### src/rtl/serial_link_pkg.sv
// Shared encodings and default sizes for the host-side serial sample link.
package serial_link_pkg;

    localparam int unsigned DEFAULT_LENGTH    = 24;
    localparam int unsigned DEFAULT_CNT_WIDTH = 16;

    typedef enum logic {
        TX_IDLE  = 1'b0,
        TX_SHIFT = 1'b1
    } tx_state_e;

    typedef enum logic {
        RX_COLLECT = 1'b0,
        RX_HOLD    = 1'b1
    } rx_state_e;

endpackage

### src/rtl/serial_bit_counter.sv
// Load/step bit counter with a terminal-count flag; holds at the terminal value.
module serial_bit_counter #(
    parameter int unsigned      WIDTH    = 5,
    parameter bit               COUNT_UP = 1'b1,
    parameter logic [WIDTH-1:0] TERMINAL = '0
) (
    input  logic             clk,
    input  logic             rst_n,
    input  logic             load,
    input  logic [WIDTH-1:0] load_val,
    input  logic             step,
    output logic             terminal_c
);

    logic [WIDTH-1:0] count;

    // Load wins over step; stepping stops at the terminal value so it never wraps.
    always_ff @(posedge clk or negedge rst_n) begin
        if (!rst_n) begin
            count <= '0;
        end else if (load) begin
            count <= load_val;
        end else if (step && !terminal_c) begin
            count <= COUNT_UP ? count + WIDTH'(1) : count - WIDTH'(1);
        end
    end

    assign terminal_c = (count == TERMINAL);

endmodule

### src/rtl/serial_link_host.sv
// Host endpoint of the serial sample link: parallel->serial TX, serial->parallel RX.
// Optional word statistics ports enabled by defining SERIAL_LINK_STATS_EN.
module serial_link_host
    import serial_link_pkg::*;
#(
    parameter int unsigned LENGTH = DEFAULT_LENGTH
`ifdef SERIAL_LINK_STATS_EN
    , parameter int unsigned CNT_WIDTH = DEFAULT_CNT_WIDTH
`endif
) (
    input  logic              i_clk,
    input  logic              i_rst_n,
    input  logic              i_en,
    input  logic [LENGTH-1:0] iv_tx_data,
    input  logic              i_tx_valid,
    output logic              o_tx_ready,
    output logic              o_ser_dout,
    output logic              o_ser_dout_valid,
    input  logic              i_ser_ready,
    input  logic              i_ser_din,
    input  logic              i_ser_din_valid,
    output logic              o_ser_ready,
    output logic [LENGTH-1:0] ov_rx_data,
    output logic              o_rx_valid,
    input  logic              i_rx_ready
`ifdef SERIAL_LINK_STATS_EN
    , output logic [CNT_WIDTH-1:0] ov_tx_words,
    output logic [CNT_WIDTH-1:0] ov_rx_words
`endif
);

    localparam int unsigned   CW   = (LENGTH > 1) ? $clog2(LENGTH) : 1;
    localparam logic [CW-1:0] LAST = CW'(LENGTH - 1);

    tx_state_e         tx_state, tx_state_nxt;
    logic [LENGTH-1:0] tx_shreg;
    logic              tx_load, tx_bit_xfer, tx_last_c;

    rx_state_e         rx_state, rx_state_nxt;
    logic [LENGTH-2:0] rx_shreg;
    logic [LENGTH-1:0] rx_word_c;
    logic              rx_bit_xfer, rx_done, rx_release, rx_last_c;

    // TX state register.
    always_ff @(posedge i_clk or negedge i_rst_n) begin
        if (!i_rst_n) tx_state <= TX_IDLE;
        else          tx_state <= tx_state_nxt;
    end

    // TX next state and handshake outputs, all gated by i_en.
    always_comb begin
        tx_state_nxt     = tx_state;
        o_tx_ready       = 1'b0;
        o_ser_dout_valid = 1'b0;
        tx_load          = 1'b0;
        tx_bit_xfer      = 1'b0;
        case (tx_state)
            TX_IDLE: begin
                o_tx_ready = i_en;
                if (i_en && i_tx_valid) begin
                    tx_load      = 1'b1;
                    tx_state_nxt = TX_SHIFT;
                end
            end
            TX_SHIFT: begin
                o_ser_dout_valid = i_en;
                if (i_en && i_ser_ready) begin
                    tx_bit_xfer = 1'b1;
                    if (tx_last_c) tx_state_nxt = TX_IDLE;
                end
            end
            default: tx_state_nxt = TX_IDLE;
        endcase
    end

    // TX shift register, MSB leaves first; empties to zero after a full word.
    always_ff @(posedge i_clk or negedge i_rst_n) begin
        if (!i_rst_n)         tx_shreg <= '0;
        else if (tx_load)     tx_shreg <= iv_tx_data;
        else if (tx_bit_xfer) tx_shreg <= {tx_shreg[LENGTH-2:0], 1'b0};
    end

    assign o_ser_dout = tx_shreg[LENGTH-1];

    serial_bit_counter #(
        .WIDTH    (CW),
        .COUNT_UP (1'b0),
        .TERMINAL ('0)
    ) u_tx_cnt (
        .clk        (i_clk),
        .rst_n      (i_rst_n),
        .load       (tx_load),
        .load_val   (LAST),
        .step       (tx_bit_xfer),
        .terminal_c (tx_last_c)
    );

    // RX state register.
    always_ff @(posedge i_clk or negedge i_rst_n) begin
        if (!i_rst_n) rx_state <= RX_COLLECT;
        else          rx_state <= rx_state_nxt;
    end

    // RX next state and handshake outputs, all gated by i_en.
    always_comb begin
        rx_state_nxt = rx_state;
        o_ser_ready  = 1'b0;
        o_rx_valid   = 1'b0;
        rx_bit_xfer  = 1'b0;
        rx_done      = 1'b0;
        rx_release   = 1'b0;
        case (rx_state)
            RX_COLLECT: begin
                o_ser_ready = i_en;
                if (i_en && i_ser_din_valid) begin
                    rx_bit_xfer = 1'b1;
                    if (rx_last_c) begin
                        rx_done      = 1'b1;
                        rx_state_nxt = RX_HOLD;
                    end
                end
            end
            RX_HOLD: begin
                o_rx_valid = i_en;
                if (i_en && i_rx_ready) begin
                    rx_release   = 1'b1;
                    rx_state_nxt = RX_COLLECT;
                end
            end
            default: rx_state_nxt = RX_COLLECT;
        endcase
    end

    // Word as it stands once the current incoming bit is appended.
    assign rx_word_c = {rx_shreg, i_ser_din};

    // RX shift register and the held output word.
    always_ff @(posedge i_clk or negedge i_rst_n) begin
        if (!i_rst_n) begin
            rx_shreg   <= '0;
            ov_rx_data <= '0;
        end else begin
            if (rx_bit_xfer) rx_shreg   <= rx_word_c[LENGTH-2:0];
            if (rx_done)     ov_rx_data <= rx_word_c;
        end
    end

    serial_bit_counter #(
        .WIDTH    (CW),
        .COUNT_UP (1'b1),
        .TERMINAL (LAST)
    ) u_rx_cnt (
        .clk        (i_clk),
        .rst_n      (i_rst_n),
        .load       (rx_release),
        .load_val   ('0),
        .step       (rx_bit_xfer),
        .terminal_c (rx_last_c)
    );

`ifdef SERIAL_LINK_STATS_EN
    // Completed-word counters; transfers are already gated by i_en so they freeze with it.
    always_ff @(posedge i_clk or negedge i_rst_n) begin
        if (!i_rst_n) begin
            ov_tx_words <= '0;
            ov_rx_words <= '0;
        end else begin
            if (tx_bit_xfer && tx_last_c) ov_tx_words <= ov_tx_words + CNT_WIDTH'(1);
            if (rx_release)               ov_rx_words <= ov_rx_words + CNT_WIDTH'(1);
        end
    end
`endif

endmodule

### config.mk
export PLATFORM = sky130hd
export DESIGN_NAME = serial_link_host
export DESIGN_NICKNAME = d
export VERILOG_FILES = /design/src/rtl/serial_link_pkg.sv /design/src/rtl/serial_bit_counter.sv /design/src/rtl/serial_link_host.sv
export SDC_FILE = /design/constraint.sdc
export NUM_CORES = 1
export LEC_CHECK = 0
export ABC_AREA = 1
export CORE_UTILIZATION = 35
export CTS_BUF_LIST = sky130_fd_sc_hd__clkbuf_16
export DETAILED_ROUTE_END_ITERATION = 7
export MAX_ROUTING_LAYER = met4
export PLACE_DENSITY = 0.56
export REMOVE_ABC_BUFFERS = 1
export SLEW_MARGIN = 25
export SYNTH_ARGS = -nofsm -noshare
export SYNTH_HDL_FRONTEND = slang
export SYNTH_SLANG_ARGS = --single-unit
### constraint.sdc
create_clock -name i_clk -period 3.3 [get_ports i_clk]
set_clock_uncertainty 0.1 [all_clocks]
set_input_delay 0.99 -clock i_clk [delete_from_list [all_inputs] [get_ports i_clk]]
set_output_delay 0.99 -clock i_clk [all_outputs]
set_load 0.01 [all_outputs]
==> metrics.csv, run 1 <==
metric,value,unit
total core area,9770,um2
1st-pass router iterations,4,
Startpoint Class,input pin,
Cell variety after synth,26,
Final Cell Area,4590,um2
CP Data Arrival Time,1980,ps
Die Ht,103,um
Worst path slowest cell,clkdlybuf4s50_1,
CTS Sinks,83,
YS warnings,0,
kind of critical path,input pin to output pin,
via count,2704,
Via density,4.58,
Port Buffer Count,60,
Final HPWL DP,4520,um
family with the most delay on the worst path,buffers and inverters,
Routed Antenna Nets,0,
CP peak stage delay,510,ps
total setup buffers inserted after CTS,0,
Bufs and invs on worst path,3,
PwrDens,665,nW/um2
first-pass GRT wire length,11800,um
maximum vdd drop,0.289,mV
unrepaired setup endpoints after global routing,no,
Worst-path clk slew,60,ps
final wirelength,6780,um
endpoints failing hold,0,
std cell rows,36,
Hold WC Path Type,register to register,
min cycle time layout,3070,ps
# nets final,488,
Worst Path Max Fanout,4,
boundary pin count,61,
Die Wd,103,um
leakage,2.15,nW
Worst-Margin Slew,645,ps
GRT Resource Usage Total,14.9,%
P&R area growth vs syn,29.7,%
Synth Area per Inst,9.07,um2
CP required,2210,ps
die area,10500,um2
total CTS buffers,9,
CP Capture Type,output pin,
Skew-Pair Late Insertion Delay,330,ps
Slew headroom,57.0,%
Fmax,326,MHz
max-slew violation count,0,
routed len/inst,11.5,um
gpl congestion,0.773,
Setup-failing EPs final,0,
status,"complete, no violations",
Yosys reg bits,83,
synthesized netlist cell count,390,
hold buffer count at cts,0,
CTS Root Cell,clkbuf_16,
vias in the first global route,2585,
cts repair resizes,2,
Synth Cell Area,3540,um2
crit-path cells,clkdlybuf4s50_1 > inv_1 > nor2_1 > dlygate4sd2_1,
"Seq/Total Area, Yosys",58.7,%
Tot Pwr,0.00305,W
setup TNS,0,ps
fin crit share,93.1,%
DRT iter0 DRCs,120,
Placed Area,4280,um2
Max-Cap Viols,0,
pin count of the biggest net entering global routing,53,
CTS tree,done,
antenna cells,0,
Residual DRC,0,
CTS H-tree depth,3,
initial antenna violation count,0,
share of layout cells above drive strength 1,8.52,%
clk buf depth,2,
Initial Util,36.2,%
grt ovf,0,
[kinds of logic (layout without fill, tap and decap cells)]
logic type | after synthesis | after routing | share of synthesized area, %
DFF | 83 | 83 | 58.7
and+or+nand+nor | 165 | 165 | 19.7
buffers and inverters | 66 | 134 | 8.31
AOI/OAI and AO/OA | 73 | 73 | 12.4
xor gates and xnor gates | 1 | 1 | 0.248
adders and majority gates | 2 | 2 | 0.707
[synthesized netlist by cell type]
cell,instances,share of area (%)
or2_2,1,0.18
dfrtp_1,83,59
o22ai_1,1,0.18
o21ai_0,24,3.4
nand2_1,115,12
a21oi_1,2,0.28
nor3_1,1,0.14
nand3_2,2,0.57
ha_1,2,0.71
nor2_4,1,0.32
o21ai_2,5,1.2
nand3_1,31,4.4
o211ai_1,21,4.5
buf_4,4,0.85
buf_6,3,0.95
nand3b_1,1,0.21
buf_1,1,0.11
inv_1,47,5.0
o21ai_1,20,2.8
nor2_2,1,0.18
nand2_2,2,0.35
nand4_1,1,0.18
clkbuf_1,4,0.42
nor2_1,9,0.95
xor2_1,1,0.25
buf_2,7,0.99
[final timing paths]
check,from,endpoint,slack [ps],cells after the start
max,i_en,o_ser_ready,230,4
min,rx_shreg[11],rx_shreg[12],380,2
max reg2reg,u_rx_cnt.count[0],ov_rx_data[7],1490,6
min reg2reg,rx_shreg[11],rx_shreg[12],380,2
max in group asynchronous,i_rst_n,rx_shreg[5],1800,2
min in group asynchronous,i_rst_n,rx_shreg[14],580,1
[registers in the layout (all words and copies together) (netlist names)]
signal          flops
rx_state            1
tx_state            1
rx_shreg           23
tx_shreg           24
u_rx_cnt.count      5
u_tx_cnt.count      5
ov_rx_data         24
[metal layers]
layer | wire [um] | share of wire (%) | up-vias | global-route usage [%]
li1 | - | - | 1386 | -
met1 | 3370 | 50 | 1249 | 18.8
met2 | 3060 | 45 | 58 | 23.4
met3 | 245 | 3.6 | 11 | 3.46
met4 | 101 | 1.5 | 0 | 5.27
met5 | 0 | 0 | - | -
[tightest hold or removal path: stages (launching register included)]
cell	delay, ps
dfrtp_1	340
nand2_1	50
o21ai_0	60
[final cells by class]
class / instances / area [um2]
sequential: 83 / 2080
tap: 133 / 166
fill: 954 / 5180
inverter: 47 / 176
timing repair buffer: 72 / 691
multi-input combinational: 241 / 1170
clock buffer: 9 / 225
clock inverter: 6 / 82.6
[per-stage QoR]
stage | utilization (%) | instances | worst slack [ps] | hold slack [ps]
2_1_floorplan | - | 371 | 245 | 352
3_3_place_gp | 43.8 | 576 | -32.0 | 363
3_5_place_dp | 43.8 | 576 | -49.3 | 370
4_1_cts | 46.9 | 591 | 11.6 | 382
5_1_grt | 47.0 | 591 | 148 | 401
6_report | 47.0 | 591 | 229 | 380
[power by group]
| group | total (W) | switching [W] | internal (W) |
|---|---|---|---|
| Clock | 0.00103 | 0.000378 | 0.000654 |
| Sequential | 0.00140 | 0.000137 | 0.00126 |
| Combinational | 0.000620 | 0.000344 | 0.000276 |
[layout by cell type (no fill, tap or decap), types with 5 or more instances in the layout]
cell type	synthesis	routed
o21ai_0	24	24
nand2_1	115	115
nor2_1	9	9
nand3_1	31	31
dfrtp_1	83	83
o21ai_2	5	5
o21ai_1	20	20
clkdlybuf4s50_1	0	55
clkbuf_16	0	9
o211ai_1	21	21
inv_1	47	48
buf_4	4	13
Note: power is estimated with default switching activity, not from simulation.
==> run 2: changes to the inputs <==
--- a/config.mk
+++ b/config.mk
@@ -6,13 +6,16 @@
 export NUM_CORES = 1
 export LEC_CHECK = 0
 export ABC_AREA = 1
+export CELL_PAD_IN_SITES_DETAIL_PLACEMENT = 0
+export CELL_PAD_IN_SITES_GLOBAL_PLACEMENT = 1
 export CORE_UTILIZATION = 35
 export CTS_BUF_LIST = sky130_fd_sc_hd__clkbuf_16
 export DETAILED_ROUTE_END_ITERATION = 7
 export MAX_ROUTING_LAYER = met4
-export PLACE_DENSITY = 0.56
+export PLACE_DENSITY = 0.7
 export REMOVE_ABC_BUFFERS = 1
 export SLEW_MARGIN = 25
 export SYNTH_ARGS = -nofsm -noshare
 export SYNTH_HDL_FRONTEND = slang
 export SYNTH_SLANG_ARGS = --single-unit
+export TNS_END_PERCENT = 100
==> metrics.csv, run 2 (synthesized netlist as in run 1, its figures left out) <==
metric,value,unit
r2r endpoint,ov_rx_data[7],
leakage,2.17,nW
CTS Root Cell,clkbuf_16,
P_int,0.00235,W
vias in the first global route,2566,
Placed Cells,574,
grt ovf,0,
max-slew violation count,0,
CP endpoint,o_ser_dout_valid,
Routed Antenna Nets,0,
die area,10500,um2
final wirelength,7170,um
sw frac,27.3,%
P&R area growth vs syn,31.3,%
Worst-path clk slew,60,ps
clk buf depth,2,
sw power,0.000885,W
CP required,2210,ps
Setup-failing EPs final,0,
1st-pass router iterations,4,
initial antenna violation count,0,
# nets final,486,
Hold WC Path Type,register to register,
Sequential Power Share,43.3,%
CP Capture Type,output pin,
status,"complete, no violations",
Tot Pwr,0.00324,W
Slew headroom,60.6,%
Skew-Pair Late Insertion Delay,330,ps
antenna cells,0,
Residual DRC,0,
share of layout cells above drive strength 1,8.53,%
CTS tree,done,
unrepaired setup endpoints after global routing,no,
RR Startpoint,u_rx_cnt.count[0],
Final HPWL DP,4830,um
reg2reg path depth,6,
kind of critical path,input pin to output pin,
Die Wd,103,um
CP Data Arrival Time,1990,ps
Final Cell Area,4640,um2
GRT Resource Usage Total,15.4,%
gpl congestion,0.725,
boundary pin count,61,
Startpoint Class,input pin,
Cells on Worst Hold Path,2,
Die Ht,103,um
combinational power share,19.1,%
Max-Cap Viols,0,
registers with the most flip-flops,"ov_rx_data: 24 flops, tx_shreg: 24 flops, rx_shreg: 23 flops",
total CTS buffers,9,
Clk pwr share,37.5,%
DRT iter0 DRCs,96,
Worst Path Max Fanout,4,
most frequent cells in the layout,"115 x nand2_1, 83 x dfrtp_1, 55 x clkdlybuf4s50_1, 47 x inv_1, 31 x nand3_1",
fin crit share,93.3,%
CTS H-tree depth,3,
Worst-Margin Slew,591,ps
Port Buffer Count,60,
setup TNS,0,ps
maximum vdd drop,0.271,mV
CTS Sinks,83,
Via density,4.61,
Initial Util,36.2,%
total core area,9770,um2
endpoints failing hold,0,
min cycle time layout,3080,ps
flop2flop setup slack,1560,ps
PwrDens,697,nW/um2
std cell rows,36,
first-pass GRT wire length,12100,um
routed len/inst,12.2,um
"commonest non-fill, non-tap cell in the layout",nand2_1,
via count,2718,
Placed Area,4280,um2
pin count of the biggest net entering global routing,49,
crit path from,i_en,
Fmax,325,MHz
"Cell Count, Final, Fillers Out",590,
[run 2: power groups by stage]
stage | Clock, W | Combinational [W] | Sequential [W]
final | 0.00122 | 0.000619 | 0.00140
after global routing | 0.00130 | 0.000724 | 0.00143
after CTS | 0.00125 | 0.000633 | 0.00140
after detailed placement | 0 | 0.000634 | 0.00142
after global placement | 0 | 0.000615 | 0.00141
after floorplan | 0 | 0.000427 | 0.00139
[run 2: critical path: stages]
cell and delay [ps]:
clkdlybuf4s50_1 530, buf_4 130, nand2_1 40, inv_1 40
dlygate4sd2_1 250
[run 2: how the worst min path moves through the flow]
| stage | startpoint | end |
|---|---|---|
| final | ov_rx_data[3] | ov_rx_data[3] |
| after global routing | ov_rx_data[19] | ov_rx_data[19] |
| after CTS | ov_rx_data[3] | ov_rx_data[3] |
| after detailed placement | ov_rx_data[3] | ov_rx_data[3] |
| after global placement | rx_shreg[8] | rx_shreg[9] |
| after floorplan | u_tx_cnt.count[0] | u_tx_cnt.count[0] |
[run 2: per-layer routing]
layer | vias to the layer above | track usage (%) | wire length [um]
met5 | - | - | 0
met3 | 10 | 3.25 | 307
met2 | 62 | 22.7 | 3190
li1 | 1378 | - | -
met1 | 1268 | 21.0 | 3590
met4 | 0 | 5.27 | 89
[run 2: stage by stage]
step | utilization [%] | hold slack (ps) | setup slack, ps
floorplan | - | 352 | 245
global placement | 43.8 | 360 | -40.1
detailed placement | 43.8 | 369 | -36.2
CTS | 47.5 | 384 | 12.3
global route | 47.5 | 408 | 168
finish | 47.5 | 380 | 220
[run 2: layout make-up]
class                           count  area (um2)
Clock buffer                        9         225
Clock inverter                      7         139
Fill cell                         987        5130
Inverter                           47         176
Multi-Input combinational cell    241        1170
Sequential cell                    83        2080
Tap cell                          133         166
Timing Repair Buffer               70         688
[run 2: timing repair]
item	4_1_cts	5_1_grt
endpoints found under the setup margin	2	2
setup buffers	0	0
hold buffers	0	0
hold endpoints to repair	0	0
resized for setup	2	2
pin swaps	0	0
